==> src/rtl/leaf_stream_tx_pkg.sv <==
// Shared definitions for the leaf stream transmitter.
// Holds the BFT packet field layout, the control opcodes, the credit ceiling,
// the FSM state encodings and the saturating credit update helper.
package leaf_stream_tx_pkg;

  // Packet layout, MSB to LSB: valid | leaf | port | addr | ctrl | payload
  localparam int VALID_BIT = 48;
  localparam int LEAF_LSB  = 44;
  localparam int PORT_LSB  = 40;
  localparam int ADDR_LSB  = 33;
  localparam int CTRL_BIT  = 32;
  localparam int OP_LSB    = 30;

  localparam logic [1:0] OP_CONFIG = 2'b01;
  localparam logic [1:0] OP_UPDATE = 2'b10;

  // Remote receive BRAM depth; this is also the reset/CONFIG credit value.
  localparam logic [8:0] CREDIT_MAX = 9'd128;

  localparam logic ST_IDLE = 1'b0;
  localparam logic ST_RUN  = 1'b1;

  // Credit after one cycle: optional increment, optional consumed word.
  // Evaluated in 9 bits so credit + increment cannot wrap before saturation.
  // A word is only taken when credit is nonzero, so the subtraction cannot underflow.
  function automatic logic [7:0] credit_next(input logic [7:0] cur,
                                             input logic [7:0] inc,
                                             input logic       add,
                                             input logic       take);
    logic [8:0] sum;
    sum = {1'b0, cur} + (add ? {1'b0, inc} : 9'd0) - {8'd0, take};
    if (sum > CREDIT_MAX) begin
      credit_next = CREDIT_MAX[7:0];
    end else begin
      credit_next = sum[7:0];
    end
  endfunction

endpackage

==> src/rtl/leaf_stream_tx_ctrl_decode.sv <==
// leaf_ctrl_decode: combinational classifier for downlink BFT packets.
// Ports:
//   pkt_i         downlink packet
//   is_config_o   valid control packet carrying the CONFIG opcode
//   is_update_o   valid control packet carrying the UPDATE opcode
//   cfg_leaf_o    destination leaf carried by CONFIG
//   cfg_port_o    destination port carried by CONFIG
//   credit_inc_o  free-space increment carried by UPDATE
module leaf_ctrl_decode
  import leaf_stream_tx_pkg::*;
#(
  parameter int PACKET_BITS   = 49,
  parameter int NUM_LEAF_BITS = 4,
  parameter int NUM_PORT_BITS = 4
) (
  input  logic [PACKET_BITS-1:0]   pkt_i,
  output logic                     is_config_o,
  output logic                     is_update_o,
  output logic [NUM_LEAF_BITS-1:0] cfg_leaf_o,
  output logic [NUM_PORT_BITS-1:0] cfg_port_o,
  output logic [7:0]               credit_inc_o
);

  logic       is_ctrl;
  logic [1:0] opcode;
  logic       unused_bits;

  // Data packets (ctrl=0) and idle slots (valid=0) are never control.
  assign is_ctrl = pkt_i[VALID_BIT] & pkt_i[CTRL_BIT];
  assign opcode  = pkt_i[OP_LSB +: 2];

  assign is_config_o  = is_ctrl & (opcode == OP_CONFIG);
  assign is_update_o  = is_ctrl & (opcode == OP_UPDATE);
  assign cfg_leaf_o   = pkt_i[NUM_PORT_BITS +: NUM_LEAF_BITS];
  assign cfg_port_o   = pkt_i[0 +: NUM_PORT_BITS];
  assign credit_inc_o = pkt_i[7:0];

  assign unused_bits = ^{pkt_i[CTRL_BIT-1 +: 1], pkt_i[VALID_BIT-1:CTRL_BIT+1],
                         pkt_i[OP_LSB-1:8]};

endmodule

==> src/rtl/leaf_stream_tx.sv <==
// leaf_stream_tx: credit-based transmitter from a user valid/ack stream to BFT
// packets addressed to one remote leaf input port.
// Ports:
//   clk                      sole clock
//   reset                    synchronous, active-high
//   din_leaf_bft2interface   downlink packets (CONFIG/UPDATE control consumed)
//   dout_leaf_interface2bft  uplink packets, registered, one cycle after ack
//   din_leaf_user2interface  user data word
//   vld_user2interface       user word valid
//   ack_interface2user       word accepted this cycle (combinational)
//   cfg_done                 destination has been configured
//   credit                   current remote free-space count
module leaf_stream_tx
  import leaf_stream_tx_pkg::*;
#(
  parameter int PACKET_BITS           = 49,
  parameter int PAYLOAD_BITS          = 32,
  parameter int NUM_LEAF_BITS         = 4,
  parameter int NUM_PORT_BITS         = 4,
  parameter int NUM_ADDR_BITS         = 7,
  parameter int FREESPACE_UPDATE_SIZE = 64
) (
  input  logic                     clk,
  input  logic                     reset,
  input  logic [PACKET_BITS-1:0]   din_leaf_bft2interface,
  output logic [PACKET_BITS-1:0]   dout_leaf_interface2bft,
  input  logic [PAYLOAD_BITS-1:0]  din_leaf_user2interface,
  input  logic                     vld_user2interface,
  output logic                     ack_interface2user,
  output logic                     cfg_done,
  output logic [7:0]               credit
);

  localparam int unused_freespace_update_size = FREESPACE_UPDATE_SIZE;

  logic                     is_config;
  logic                     is_update;
  logic [NUM_LEAF_BITS-1:0] cfg_leaf;
  logic [NUM_PORT_BITS-1:0] cfg_port;
  logic [7:0]               credit_inc;

  logic                     state_q,    state_d;
  logic [7:0]               credit_q,   credit_d;
  logic [NUM_ADDR_BITS-1:0] addr_q,     addr_d;
  logic [NUM_LEAF_BITS-1:0] dst_leaf_q, dst_leaf_d;
  logic [NUM_PORT_BITS-1:0] dst_port_q, dst_port_d;
  logic [PACKET_BITS-1:0]   dout_q,     dout_d;
  logic                     xfer;

  leaf_ctrl_decode #(
    .PACKET_BITS   (PACKET_BITS),
    .NUM_LEAF_BITS (NUM_LEAF_BITS),
    .NUM_PORT_BITS (NUM_PORT_BITS)
  ) u_decode (
    .pkt_i        (din_leaf_bft2interface),
    .is_config_o  (is_config),
    .is_update_o  (is_update),
    .cfg_leaf_o   (cfg_leaf),
    .cfg_port_o   (cfg_port),
    .credit_inc_o (credit_inc)
  );

  // Holding ack low while reset is high keeps a word from being consumed
  // in a cycle whose packet would be discarded anyway.
  assign ack_interface2user = (state_q == ST_RUN) & (credit_q != 8'd0) &
                              vld_user2interface & ~reset;
  assign xfer = vld_user2interface & ack_interface2user;

  always_comb begin
    state_d    = state_q;
    credit_d   = credit_next(credit_q, credit_inc, is_update, xfer);
    addr_d     = xfer ? addr_q + NUM_ADDR_BITS'(1) : addr_q;
    dst_leaf_d = dst_leaf_q;
    dst_port_d = dst_port_q;
    dout_d     = '0;

    // The outgoing packet always uses the pre-CONFIG destination and address.
    if (xfer) begin
      dout_d = {1'b1, dst_leaf_q, dst_port_q, addr_q, 1'b0, din_leaf_user2interface};
    end

    // CONFIG overrides any same-cycle credit/address change.
    if (is_config) begin
      state_d    = ST_RUN;
      credit_d   = CREDIT_MAX[7:0];
      addr_d     = '0;
      dst_leaf_d = cfg_leaf;
      dst_port_d = cfg_port;
    end
  end

  always_ff @(posedge clk) begin
    if (reset) begin
      state_q    <= ST_IDLE;
      credit_q   <= CREDIT_MAX[7:0];
      addr_q     <= '0;
      dst_leaf_q <= '0;
      dst_port_q <= '0;
      dout_q     <= '0;
    end else begin
      state_q    <= state_d;
      credit_q   <= credit_d;
      addr_q     <= addr_d;
      dst_leaf_q <= dst_leaf_d;
      dst_port_q <= dst_port_d;
      dout_q     <= dout_d;
    end
  end

  assign dout_leaf_interface2bft = dout_q;
  assign cfg_done                = state_q;
  assign credit                  = credit_q;

endmodule

==> config.mk <==
export PLATFORM = sky130hd
export DESIGN_NAME = leaf_stream_tx
export DESIGN_NICKNAME = d
export VERILOG_FILES = /design/src/rtl/leaf_stream_tx_pkg.sv /design/src/rtl/leaf_stream_tx_ctrl_decode.sv /design/src/rtl/leaf_stream_tx.sv
export SDC_FILE = /design/constraint.sdc
export NUM_CORES = 1
export LEC_CHECK = 0
export BUFFER_PORTS_ARGS = -buffer_cell sky130_fd_sc_hd__buf_2
export CORE_MARGIN = 3
export CORE_UTILIZATION = 41
export DETAILED_ROUTE_END_ITERATION = 10
export PLACE_DENSITY_LB_ADDON = 0.25
export SETUP_SLACK_MARGIN = 0.02
export SLEW_MARGIN = 10
export SYNTH_ARGS = -nofsm -noshare
export SYNTH_HDL_FRONTEND = slang
export SYNTH_SLANG_ARGS = --single-unit
==> constraint.sdc <==
create_clock -name clk -period 3.25 [get_ports clk]
set_clock_uncertainty 0.1 [all_clocks]
set_input_delay 0.1625 -clock clk [delete_from_list [all_inputs] [get_ports clk]]
set_output_delay 0.1625 -clock clk [all_outputs]
set_load 0.02 [all_outputs]
; Word-level counts from Yosys, hierarchy flattened
; Index checks and enable logic that the tools add are counted.
[word_totals]
ff_bits = 73
input_bits = 84
word_cells = 28
[op_classes]
add_sub_neg = 3
order_cmp = 1
n_eq_ne = 2
n_mux = 2
n_bitwise = 9
n_reduce_logical = 4
[ops]
columns = cell, n
row1 = 2-to-1 mux 49 bit, 1
row2 = adder 8 x 8 -> 9 bit, 1
row3 = greater-than comparator 9 x 8 -> 1 bit (second input constant), 1
row4 = subtractor 9 x 1 -> 9 bit, 1
row5 = 2-to-1 mux 8 bit, 1
row6 = nonzero test 8 bit, 1
row7 = adder 7 x 1 -> 7 bit (second input constant), 1
row8 = AND 1 bit, 7
row9 = OR reduction 2 bit, 2
row10 = OR reduction 3 bit, 1
row11 = == test 2 x 1 -> 1 bit (second input constant), 1
row12 = == test 2 bit (second input constant), 1
row13 = inverter 1 bit, 2

; Longest topological paths before layout
; Gate-level depths: netlist (run 1).
[depth]
depth_word = 8
mapped_depth = 12
ltp_nobuf = 11

; Hierarchy
; From an unflattened synthesis (run 1), not the netlist that was laid out.
[unflattened]
hier_cells = 282
area_unflattened_um2 = 2877.8
[by_module_without_submodules]
columns = mod, n_inst, cells_each, area_per_inst_um2, seq_area_each_um2
row1 = leaf_stream_tx, 1, 264, 2737.6, 1441.4
row2 = leaf_ctrl_decode, 1, 18, 140.1, 0.0

; Least setup slack after synthesis (run 1)
; No wires, ideal clock.
[synth_path]
path_kind = flip-flop to flip-flop
startpoint = register credit_q[1] (netlist: credit[1])
endpoint = register credit_q[5] (netlist: credit[5])
arrival_ns = 3.193
path_slack_ns = -0.158
path_stages_with_launch = 13
cell_sequence = dfxtp_1 > nor4_1 > a211oi_2 > clkbuf_1 > xnor2_1 > ha_1 > fa_1 > a21oi_1 > o22ai_1 > a31o_1 > xor2_2 > o21bai_4 > and3b_1
[synth_between]
elab_chain_cells = 8
elab_cells_between_ends = 9
[synth_rtl]
columns = element, line_no
row1 = "start, declared", leaf_stream_tx.sv:43  ; logic [7:0] credit_q, credit_d;
row2 = "start signal, assigned", leaf_stream_tx.sv:95  ; credit_q <= CREDIT_MAX[7:0];
row3 = "start signal, assigned", leaf_stream_tx.sv:102  ; credit_q <= credit_d;
row4 = nonzero test 8 bit *, leaf_stream_tx.sv:65  ; assign ack_interface2user = (state_q == ST_RUN) & (credit_q != 8'd0) &
row5 = AND 1 bit * (2 in a row), leaf_stream_tx.sv:65
row6 = AND 1 bit *, leaf_stream_tx.sv:66  ; vld_user2interface & ~reset;
row7 = net ack_interface2user, leaf_stream_tx.sv:29  ; output logic ack_interface2user,
row8 = AND 1 bit *, leaf_stream_tx.sv:67  ; assign xfer = vld_user2interface & ack_interface2user;
row9 = subtractor 9 x 1 -> 9 bit *, leaf_stream_tx_pkg.sv:31  ; sum = {1'b0, cur} + (add ? {1'b0, inc} : 9'd0) - {8'd0, take};
row10 = greater-than comparator 9 x 8 -> 1 bit, leaf_stream_tx_pkg.sv:32  ; if (sum > CREDIT_MAX) begin
row11 = OR reduction 3 bit (no source line), n/a
; The timed path passes the listed nets; every way through them passes the cells marked *.
; A chain may end at the register's enable or synchronous reset.

; Worst setup path after layout (run 1)
[layout_path]
startpoint = register credit_q[2] (netlist: credit[2])
endpoint = register credit_q[5] (netlist: credit[5])
[layout_between]
elab_chain_cells = 8
elab_cells_between_ends = 9
[layout_rtl]
columns = element, line_no
row1 = nonzero test 8 bit, leaf_stream_tx.sv:65
row2 = AND 1 bit (2 in a row), leaf_stream_tx.sv:65
row3 = AND 1 bit, leaf_stream_tx.sv:66
row4 = AND 1 bit, leaf_stream_tx.sv:67
row5 = subtractor 9 x 1 -> 9 bit *, leaf_stream_tx_pkg.sv:31
row6 = greater-than comparator 9 x 8 -> 1 bit, leaf_stream_tx_pkg.sv:32
row7 = OR reduction 3 bit (no source line), n/a
; Mark *: on every way between the ends. The rest lies on a longest branch, timed or not.

==> results_dict.tcl, run 1 <==
set metrics [dict create \
    start_util_pct 43.2 \
    grt_pass1_wl_um 9850 \
    finalNetCount 535 \
    r2r_cells 12 \
    path_clk_slew_ns 0.07 \
    clk_path_buf_depth 2 \
    status "finished clean" \
    nFillCells 570 \
    startpoint_type "flip-flop" \
    yosysUniqueCellTypes 44 \
    synth_area_per_cell_um2 9.93 \
    worstSetupStartpoint "credit[2]" \
    cp_max_fo 5 \
    critPathKind "flip-flop to flip-flop" \
    arrival_ns 3.22 \
    asyncSetResetFlopFracSynth_pct 0 \
    place_area_um2 3420 \
    finalWeightedCongestion 0.882 \
    via_count 2359 \
    die_x_um 88.5 \
    h-tree-depth 3 \
    fin_area_um2 4050 \
    post-route-period-util_pct 93.9 \
    numCtsBuffers 9 \
    place_inst 459 \
    syn-cell-area_um2 2790 \
    rows 29 \
    fin_crit_ns 3.05 \
    die-area_um2 7830 \
    core_area_um2 6460 \
    finalHoldViolCount 0 \
    ys.flop_type "dfxtp_1" \
    synthCells 281 \
    first_pass_iters 4 \
    grt_usage_pct 16.1 \
    endpoint "credit[5]" \
    overflow 0 \
    rsz0062_at_grt "yes" \
    die_h_um 88.5 \
    setup_viol 0 \
    rrSetupSlack_ns 0.20 \
    p_leak_nw 2.04 \
    switching_power_w 0.000759 \
    pwr-share-seq_pct 38.4 \
    synth-edff-count 0 \
    hpwl_um 4340 \
    yosys_warnings 0 \
    slew_violations 0 \
    ir_worst_vdd_mv 0.557 \
    p_int_w 0.00167 \
    power_density_nw_per_um2 599 \
    post_drt_wl_per_cell_um 11.9 \
    timing.rr.end "credit[5]" \
    clk_root_buffer_cell "clkbuf_8" \
    grt_pass1_vias 2240 \
    vias_per_cell 4.58 \
    r2r-start "credit[2]" \
    cts.sinks 72 \
    totalWireLength_um 6150 \
    fmax_mhz 328 \
    final_core_util_pct 62.8 \
    cts_tree "built" \
    worst_slack_ns 0.199 \
    holdCritPathClass "input pin to flip-flop" \
    final_cells 515 \
    grt_max_degree 53 \
    maxCapViolCount 0 \
    antenna_cells 0 \
    synth.ff_latch_count 72 \
    remaining_drc_errors 0 \
    switching_share_pct 31.3 \
    antenna_found_initial 0 \
    synth_fp_nets 382 \
    combPwrFrac_pct 32.7 \
    pin_count 143 \
    area_growth_syn_to_layout_pct 45.2 \
    crit_required_ns 3.42 \
    clock_latency_ns 0.33 \
    drive_gt1_share_pct 32.2 \
    antenna_left 0 \
    place_worst_setup_slack_ns 0.0956 \
    io_buffers 104 \
    tns_ns 0 \
    drtIter0Drc 49 \
    ys_seq_area_share_pct 51.6 \
    cp-end-kind "flip-flop" \
    power_frac_clock_pct 29.0 \
]
==> worst max-delay path, stage by stage, from the launching register on <==
cell and delay [ns]:
dfxtp_1 0.35, nor4_2 0.31, buf_4 0.18, a211oi_4 0.06, xnor2_1 0.15, ha_1 0.22, fa_1 0.43, a21oi_1 0.23
o22ai_1 0.11, a31o_1 0.25, xor2_2 0.18, o21bai_4 0.20, and3b_1 0.22
==> repair_timing <==
action / CTS / global route
hold buffers: 40 / 0
resized for setup: 0 / 3
endpoints found under the hold margin: 40 / 0
setup buffers: 0 / 1
endpoints found under the setup margin: 0 / 7
==> how the worst min path moves through the flow <==
| stage | from | end | slack (ns) | cells after the start |
|---|---|---|---|---|
| 6_report | vld_user2interface | dout_leaf_interface2bft[48] | 0.07 | 3 |
| 3_3_place_gp | din_leaf_user2interface[20] | dout_leaf_interface2bft[20] | 0.26 | 2 |
| 4_1_cts | vld_user2interface | dout_leaf_interface2bft[48] | 0.04 | 3 |
| 2_1_floorplan | din_leaf_user2interface[0] | dout_leaf_interface2bft[0] | 0.18 | 1 |
| 5_1_grt | reset | cfg_done | 0.07 | 2 |
| 3_5_place_dp | din_leaf_user2interface[28] | dout_leaf_interface2bft[28] | 0.26 | 2 |
==> kinds of logic (layout without fill, tap and decap cells) <==
group	Yosys count	after routing	share of synthesized area [%]
AO/OA/AOI/OAI	31	31	8.11
XOR/XNOR	9	9	3.09
adder cells (fa/ha/maj)	17	17	7.89
buffers and inverters	33	190	4.66
flip-flops	72	72	51.6
multiplexers	1	1	0.359
other	1	1	0.134
AND/OR/NAND/NOR	117	117	24.1
==> power by group through the flow <==
stage          Sequential (W)  Combinational, W  Clock (W)
3_3_place_gp         0.000947          0.000705          0
5_1_grt              0.000934          0.000887   0.000769
6_report             0.000931          0.000794   0.000703
3_5_place_dp         0.000947          0.000719          0
4_1_cts              0.000927          0.000759   0.000733
2_1_floorplan        0.000974          0.000501          0
==> cell usage in the layout (no fill, tap or decap), types with 3 or more instances in the layout <==
cell and count:
buf_2 104, dfxtp_1 72, xnor2_1 3, xor2_1 5
and4b_1 3, and2_1 47, buf_4 8, ha_1 16
nor2_1 12, dlygate4sd3_1 40, and3_1 3, a21o_1 4
nand2_1 29, clkbuf_8 11, nand3_1 6, inv_1 23
a21oi_1 14
==> synthesized netlist by cell type, drive strengths merged, types with 3 or more instances <==
master	n	area share, %
and2	48	11
nor2	12	1.6
nor3	4	1.1
a21oi	16	3.1
nand2	29	3.9
dfxtp	72	52
clkbuf	8	1.1
and4b	3	1.1
a211oi	3	0.99
xnor2	3	0.94
a21o	4	1.1
nand3	7	1.4
nor4	3	1.2
ha	16	7.2
and3	3	0.67
inv	23	3.1
xor2	6	2.2
==> layout make-up <==
cell class                 instances  area, um^2  share of cell area [%]
clock buffer                      11         151                    3.73
multi-input combinational        176        1240                    30.7
clock inverter                     4        52.6                    1.30
inverter                          23        86.3                    2.13
sequential                        72        1440                    35.6
timing repair buffer             152         981                    24.2
tap                               77        96.3                    2.38
==> per-layer routing <==
| layer | global-route usage (%) | share of wire [%] | vias up |
|---|---|---|---|
| met5 | 0 | 0 | - |
| met4 | 4.81 | 0.41 | 0 |
| met3 | 5.49 | 6.2 | 4 |
| met2 | 28.1 | 50 | 72 |
| met1 | 18.7 | 43 | 1059 |
| li1 | - | - | 1224 |
==> registers in the layout (all words and copies together) (netlist names) <==
| signal | count |
|---|---|
| addr_q | 7 |
| cfg_done | 1 |
| credit | 8 |
| dout_leaf_interface2bft | 48 |
| dst_leaf_q | 4 |
| dst_port_q | 4 |
==> per-stage QoR <==
step                total power, W  hold slack, ns
floorplan                  0.00148           0.184
global placement           0.00165           0.261
detailed placement         0.00167           0.265
CTS                        0.00242          0.0392
global route               0.00259          0.0711
finish                     0.00243          0.0678
Note: power is estimated with default switching activity, not from simulation.
==> run 2: changes to the inputs <==
--- a/config.mk
+++ b/config.mk
@@ -5,9 +5,10 @@
 export SDC_FILE = /design/constraint.sdc
 export NUM_CORES = 1
 export LEC_CHECK = 0
+export ABC_CLOCK_PERIOD_IN_PS = 3300
 export BUFFER_PORTS_ARGS = -buffer_cell sky130_fd_sc_hd__buf_2
 export CORE_MARGIN = 3
-export CORE_UTILIZATION = 41
+export CORE_UTILIZATION = 45
 export DETAILED_ROUTE_END_ITERATION = 10
 export PLACE_DENSITY_LB_ADDON = 0.25
 export SETUP_SLACK_MARGIN = 0.02
==> constraint.sdc (replaced) <==
create_clock -name clk -period 3.3 [get_ports clk]
set_clock_uncertainty 0.1 [all_clocks]
set_input_delay 0.165 -clock clk [delete_from_list [all_inputs] [get_ports clk]]
set_output_delay 0.165 -clock clk [all_outputs]
set_load 0.02 [all_outputs]
==> results_dict.tcl, run 2 (same netlist as run 1, synthesis figures left out) <==
set metrics [dict create \
    met2_wirelength_um 3010 \
    clk_path_buf_depth 2 \
    cp_num_buf_inv 1 \
    largest_reg_flops 48 \
    rsz0062_at_grt "no" \
    place_worst_setup_slack_ns 0.0544 \
    first_pass_iters 4 \
    grt_usage_pct 18.3 \
    met3_length_um 442 \
    cp_cell_sequence "nor4_2 -> buf_4 -> a211oi_4 -> xnor2_1 -> ha_1 -> fa_2 -> a21oi_2 -> o22ai_1 -> a31o_1 -> xor2_2 -> o21bai_4 -> and3b_1" \
    post_drt_wl_per_cell_um 12.2 \
    post-route-period-util_pct 91.9 \
    power_density_nw_per_um2 583 \
    slew_violations 0 \
    startpoint_type "flip-flop" \
    maxCapViolCount 0 \
    grt_pass1_wl_um 10400 \
    core_area_um2 5960 \
    antenna_left 0 \
    holdCritPathClass "input pin to flip-flop" \
    post-cts-setup-buffers 0 \
    start_util_pct 46.9 \
    area_growth_syn_to_layout_pct 43.8 \
    p_leak_nw 2.01 \
    path_clk_slew_ns 0.07 \
    fin_area_um2 4020 \
    finalNetCount 532 \
    crit_required_ns 3.43 \
    ir_worst_vdd_mv 0.458 \
    hpwl_um 4280 \
    vias_per_cell 4.57 \
    io_buffers 104 \
    worst_slack_ns 0.268 \
    slowest_delay_ns 0.40 \
    finalHoldViolCount 0 \
    setup_viol 0 \
    overflow 0 \
    grt_max_degree 53 \
    drive_gt1_share_pct 31.7 \
    fmax_mhz 330 \
    p_total_w 0.00234 \
    place_area_um2 3410 \
    die_x_um 84.8 \
    cp_max_fo 5 \
    antenna_cells 0 \
    clock_latency_ns 0.33 \
    cts_tree "built" \
    rows 28 \
    top_layer_used "met4" \
    arrival_ns 3.16 \
    cp_top_family "compound AO/OA/AOI/OAI gates" \
    final_common_cell "buf_2" \
    h-tree-depth 3 \
    clk_root_buffer_cell "clkbuf_8" \
    mostFrequentLayoutCells "buf_2, dfxtp_1, and2_1, dlygate4sd3_1, nand2_1" \
    via_count 2333 \
    tns_ns 0 \
    totalWireLength_um 6230 \
    cts.sinks 72 \
    pin_count 143 \
    fin_crit_ns 3.03 \
    numCtsBuffers 9 \
    wl_met1_um 2670 \
    die-area_um2 7180 \
    finalWeightedCongestion 0.810 \
    drtIter0Drc 96 \
    die_h_um 84.8 \
    grt_pass1_vias 2335 \
    remaining_drc_errors 0 \
    cp-end-kind "flip-flop" \
    antenna_found_initial 0 \
    cp_slowest_cell "fa_2" \
    critPathKind "flip-flop to flip-flop" \
    status "finished clean" \
]
[run 2: worst register-to-register path, cell delays in order, from the launching register on]
cell and delay, ns:
dfxtp_1 0.35, nor4_2 0.29, buf_4 0.18, a211oi_4 0.07
xnor2_1 0.14, ha_1 0.24, fa_2 0.40, a21oi_2 0.17
o22ai_1 0.10, a31o_1 0.25, xor2_2 0.23, o21bai_4 0.21
and3b_1 0.21
[run 2: where the power goes]
group	switching [W]	total, W	internal, W
Combinational	0.000407	0.000749	0.000342
Sequential	0.0000183	0.000915	0.000896
Clock	0.000314	0.000678	0.000364
Total	0.000740	0.00234	0.00160
[run 2: timing repair]
item,4_1_cts,5_1_grt
hold buffers,40,0
resized for setup,0,3
endpoints found under the hold margin,40,0
setup endpoints to repair,0,7
[run 2: per-stage QoR]
| stage | instances | hold WS [ns] | util (%) |
|---|---|---|---|
| after global routing | 510 | 0.0680 | 67.4 |
| after global placement | 455 | 0.264 | 57.2 |
| final | 510 | 0.0687 | 67.4 |
| after CTS | 510 | 0.0519 | 67.2 |
| after detailed placement | 455 | 0.267 | 57.2 |
| after floorplan | 281 | 0.187 | - |
[run 2: worst paths after layout]
| kind | start | to | slack, ns | cells after the start |
|---|---|---|---|---|
| setup reg to reg | credit[2] | credit[5] | 0.27 | 12 |
| hold / removal | vld_user2interface | dout_leaf_interface2bft[48] | 0.07 | 3 |
| setup / recovery | credit[2] | credit[5] | 0.27 | 12 |
| hold reg to reg | dst_port_q[1] | dst_port_q[1] | 0.35 | 2 |
[run 2: area by class of cell]
cell class / count / area (um^2)
Sequential cell: 72 / 1440
Inverter: 23 / 86.3
Timing Repair Buffer: 149 / 958
Fill cell: 501 / 1940
Clock buffer: 10 / 138
Tap cell: 75 / 93.8
Multi-Input combinational cell: 176 / 1240
Clock inverter: 5 / 57.6
[run 2: per-layer routing]
metal / GRT usage, % / vias up
met4: 7.77 / 0
met5: 0 / -
met3: 4.71 / 11
met2: 31.8 / 74
met1: 21.2 / 1037
li1: - / 1211
==> run 3: changes to the inputs <==
--- a/config.mk
+++ b/config.mk
@@ -7,8 +7,10 @@
 export LEC_CHECK = 0
 export ABC_CLOCK_PERIOD_IN_PS = 3300
 export BUFFER_PORTS_ARGS = -buffer_cell sky130_fd_sc_hd__buf_2
+export CORE_ASPECT_RATIO = 0.75
 export CORE_MARGIN = 3
 export CORE_UTILIZATION = 45
+export CTS_BUF_LIST = sky130_fd_sc_hd__clkbuf_16
 export DETAILED_ROUTE_END_ITERATION = 10
 export PLACE_DENSITY_LB_ADDON = 0.25
 export SETUP_SLACK_MARGIN = 0.02
==> results_dict.tcl, run 3 (same netlist as run 1, synthesis figures left out) <==
set metrics [dict create \
    post-route-period-util_pct 94.0 \
    place_worst_setup_slack_ns 0.154 \
    p_leak_nw 2.09 \
    die-area_um2 7190 \
    rrSetupSlack_ns 0.20 \
    endpoint "credit[5]" \
    cp-end-kind "flip-flop" \
    pwr-share-seq_pct 34.5 \
    fmax_mhz 322 \
    nFillCells 425 \
    r2r_cells 12 \
    r2r-start "credit[2]" \
    numCtsBuffers 9 \
    maxCapViolCount 0 \
    h-tree-depth 3 \
    finalHoldViolCount 0 \
    final_common_cell "buf_2" \
    cp_slowest_cell "fa_1" \
    rows 24 \
    slowest_delay_ns 0.44 \
    power_density_nw_per_um2 635 \
    finalNetCount 537 \
    power_frac_clock_pct 36.9 \
    p_int_w 0.00184 \
    path_clk_slew_ns 0.06 \
    final_cells 519 \
    die_x_um 96.9 \
    timing.rr.end "credit[5]" \
    worst_slack_ns 0.197 \
    rsz0062_at_grt "no" \
    final_core_util_pct 70.4 \
    status "finished clean" \
    combPwrFrac_pct 28.6 \
    antenna_found_initial 0 \
    critPathKind "flip-flop to flip-flop" \
    antenna_cells 0 \
    fin_crit_ns 3.10 \
    cp_cell_sequence "nor4_1 -> buf_4 -> a211oi_4 -> xnor2_1 -> ha_1 -> fa_1 -> a21oi_1 -> o22ai_1 -> a31o_1 -> xor2_2 -> o21bai_4 -> and3b_1" \
    setup_viol 0 \
    clock_latency_ns 0.33 \
    post_drt_wl_per_cell_um 12.7 \
    cp_num_buf_inv 1 \
    cp.depth 12 \
    io_buffers 104 \
    area_growth_syn_to_layout_pct 49.2 \
    switching_share_pct 30.5 \
    core_area_um2 5920 \
    grt_pass1_wl_um 10900 \
    drive_gt1_share_pct 32.2 \
    mostFrequentLayoutCells "buf_2, dfxtp_1, and2_1, dlygate4sd3_1, nand2_1" \
    first_pass_iters 4 \
    grt_pass1_vias 2333 \
    start_util_pct 47.2 \
    totalWireLength_um 6580 \
    arrival_ns 3.22 \
    clk_root_buffer_cell "clkbuf_16" \
    hpwl_um 4430 \
    holdCritPathClass "input pin to flip-flop" \
    grt_max_degree 35 \
    die_h_um 74.2 \
    worstSetupStartpoint "credit[2]" \
    antenna_left 0 \
    finalWeightedCongestion 0.834 \
    grt_usage_pct 19.1 \
    cp_max_fo 5 \
    slew_violations 0 \
    vias_per_cell 4.55 \
    largest_reg_flops 48 \
    cts.sinks 72 \
    remaining_drc_errors 0 \
    tns_ns 0 \
    pin_count 143 \
    drtIter0Drc 52 \
    ir_worst_vdd_mv 0.394 \
    cp_top_family "compound AO/OA/AOI/OAI gates" \
    place_inst 463 \
    cts_tree "built" \
    clk_path_buf_depth 2 \
    via_count 2359 \
    switching_power_w 0.000805 \
    startpoint_type "flip-flop" \
    crit_required_ns 3.42 \
    overflow 0 \
]
run 3: power by group through the flow:
stage                     clock network, W  logic [W]  registers (W)
after detailed placement                 0   0.000711       0.000929
after CTS                         0.000996   0.000752       0.000910
after global routing               0.00103   0.000833       0.000914
after global placement                   0   0.000705       0.000929
final                             0.000975   0.000756       0.000912
after floorplan                          0   0.000493       0.000960
run 3: worst min path at each step:
| stage | cells past startpoint | slack (ns) | start | endpoint |
|---|---|---|---|---|
| final | 3 | 0.08 | vld_user2interface | dout_leaf_interface2bft[48] |
| after global routing | 3 | 0.1 | vld_user2interface | dout_leaf_interface2bft[48] |
| after CTS | 3 | 0.07 | vld_user2interface | dout_leaf_interface2bft[48] |
| after detailed placement | 2 | 0.27 | din_leaf_user2interface[12] | dout_leaf_interface2bft[12] |
| after global placement | 2 | 0.26 | din_leaf_user2interface[28] | dout_leaf_interface2bft[28] |
| after floorplan | 1 | 0.19 | din_leaf_user2interface[0] | dout_leaf_interface2bft[0] |
run 3: what timing repair did:
action	CTS	global route
hold endpoints to repair	40	0
resized for setup	0	2
hold buffers	40	0
setup buffers	0	0
endpoints found under the setup margin	0	1
run 3: area by class of cell:
cell class | instances | area, um^2 | area share, %
clock inverter | 7 | 80.1 | 1.92
multi-input combinational | 176 | 1230 | 29.6
clock buffer | 9 | 225 | 5.41
sequential | 72 | 1440 | 34.6
timing repair buffer | 154 | 1000 | 24.0
tap | 78 | 97.6 | 2.34
inverter | 23 | 86.3 | 2.07
run 3: metal layers:
layer	track usage, %	part of all wire, %
met3	5.81	7.0
met5	0	0
met4	7.94	1.7
met1	23.0	46
met2	32.5	45
run 3: worst register-to-register path: stages (launching register included):
cell and delay [ns]:
dfxtp_1 0.37, nor4_1 0.07, buf_4 0.14, a211oi_4 0.30, xnor2_1 0.13, ha_1 0.23
fa_1 0.44, a21oi_1 0.22, o22ai_1 0.12, a31o_1 0.26, xor2_2 0.22, o21bai_4 0.20
and3b_1 0.21
run 3: metrics by stage:
step	power [W]	cell area (um^2)	hold WS, ns
floorplan	0.00145	2790	0.187
global placement	0.00163	3450	0.263
detailed placement	0.00164	3450	0.268
CTS	0.00266	4150	0.0728
global route	0.00278	4160	0.0976
finish	0.00264	4160	0.0815
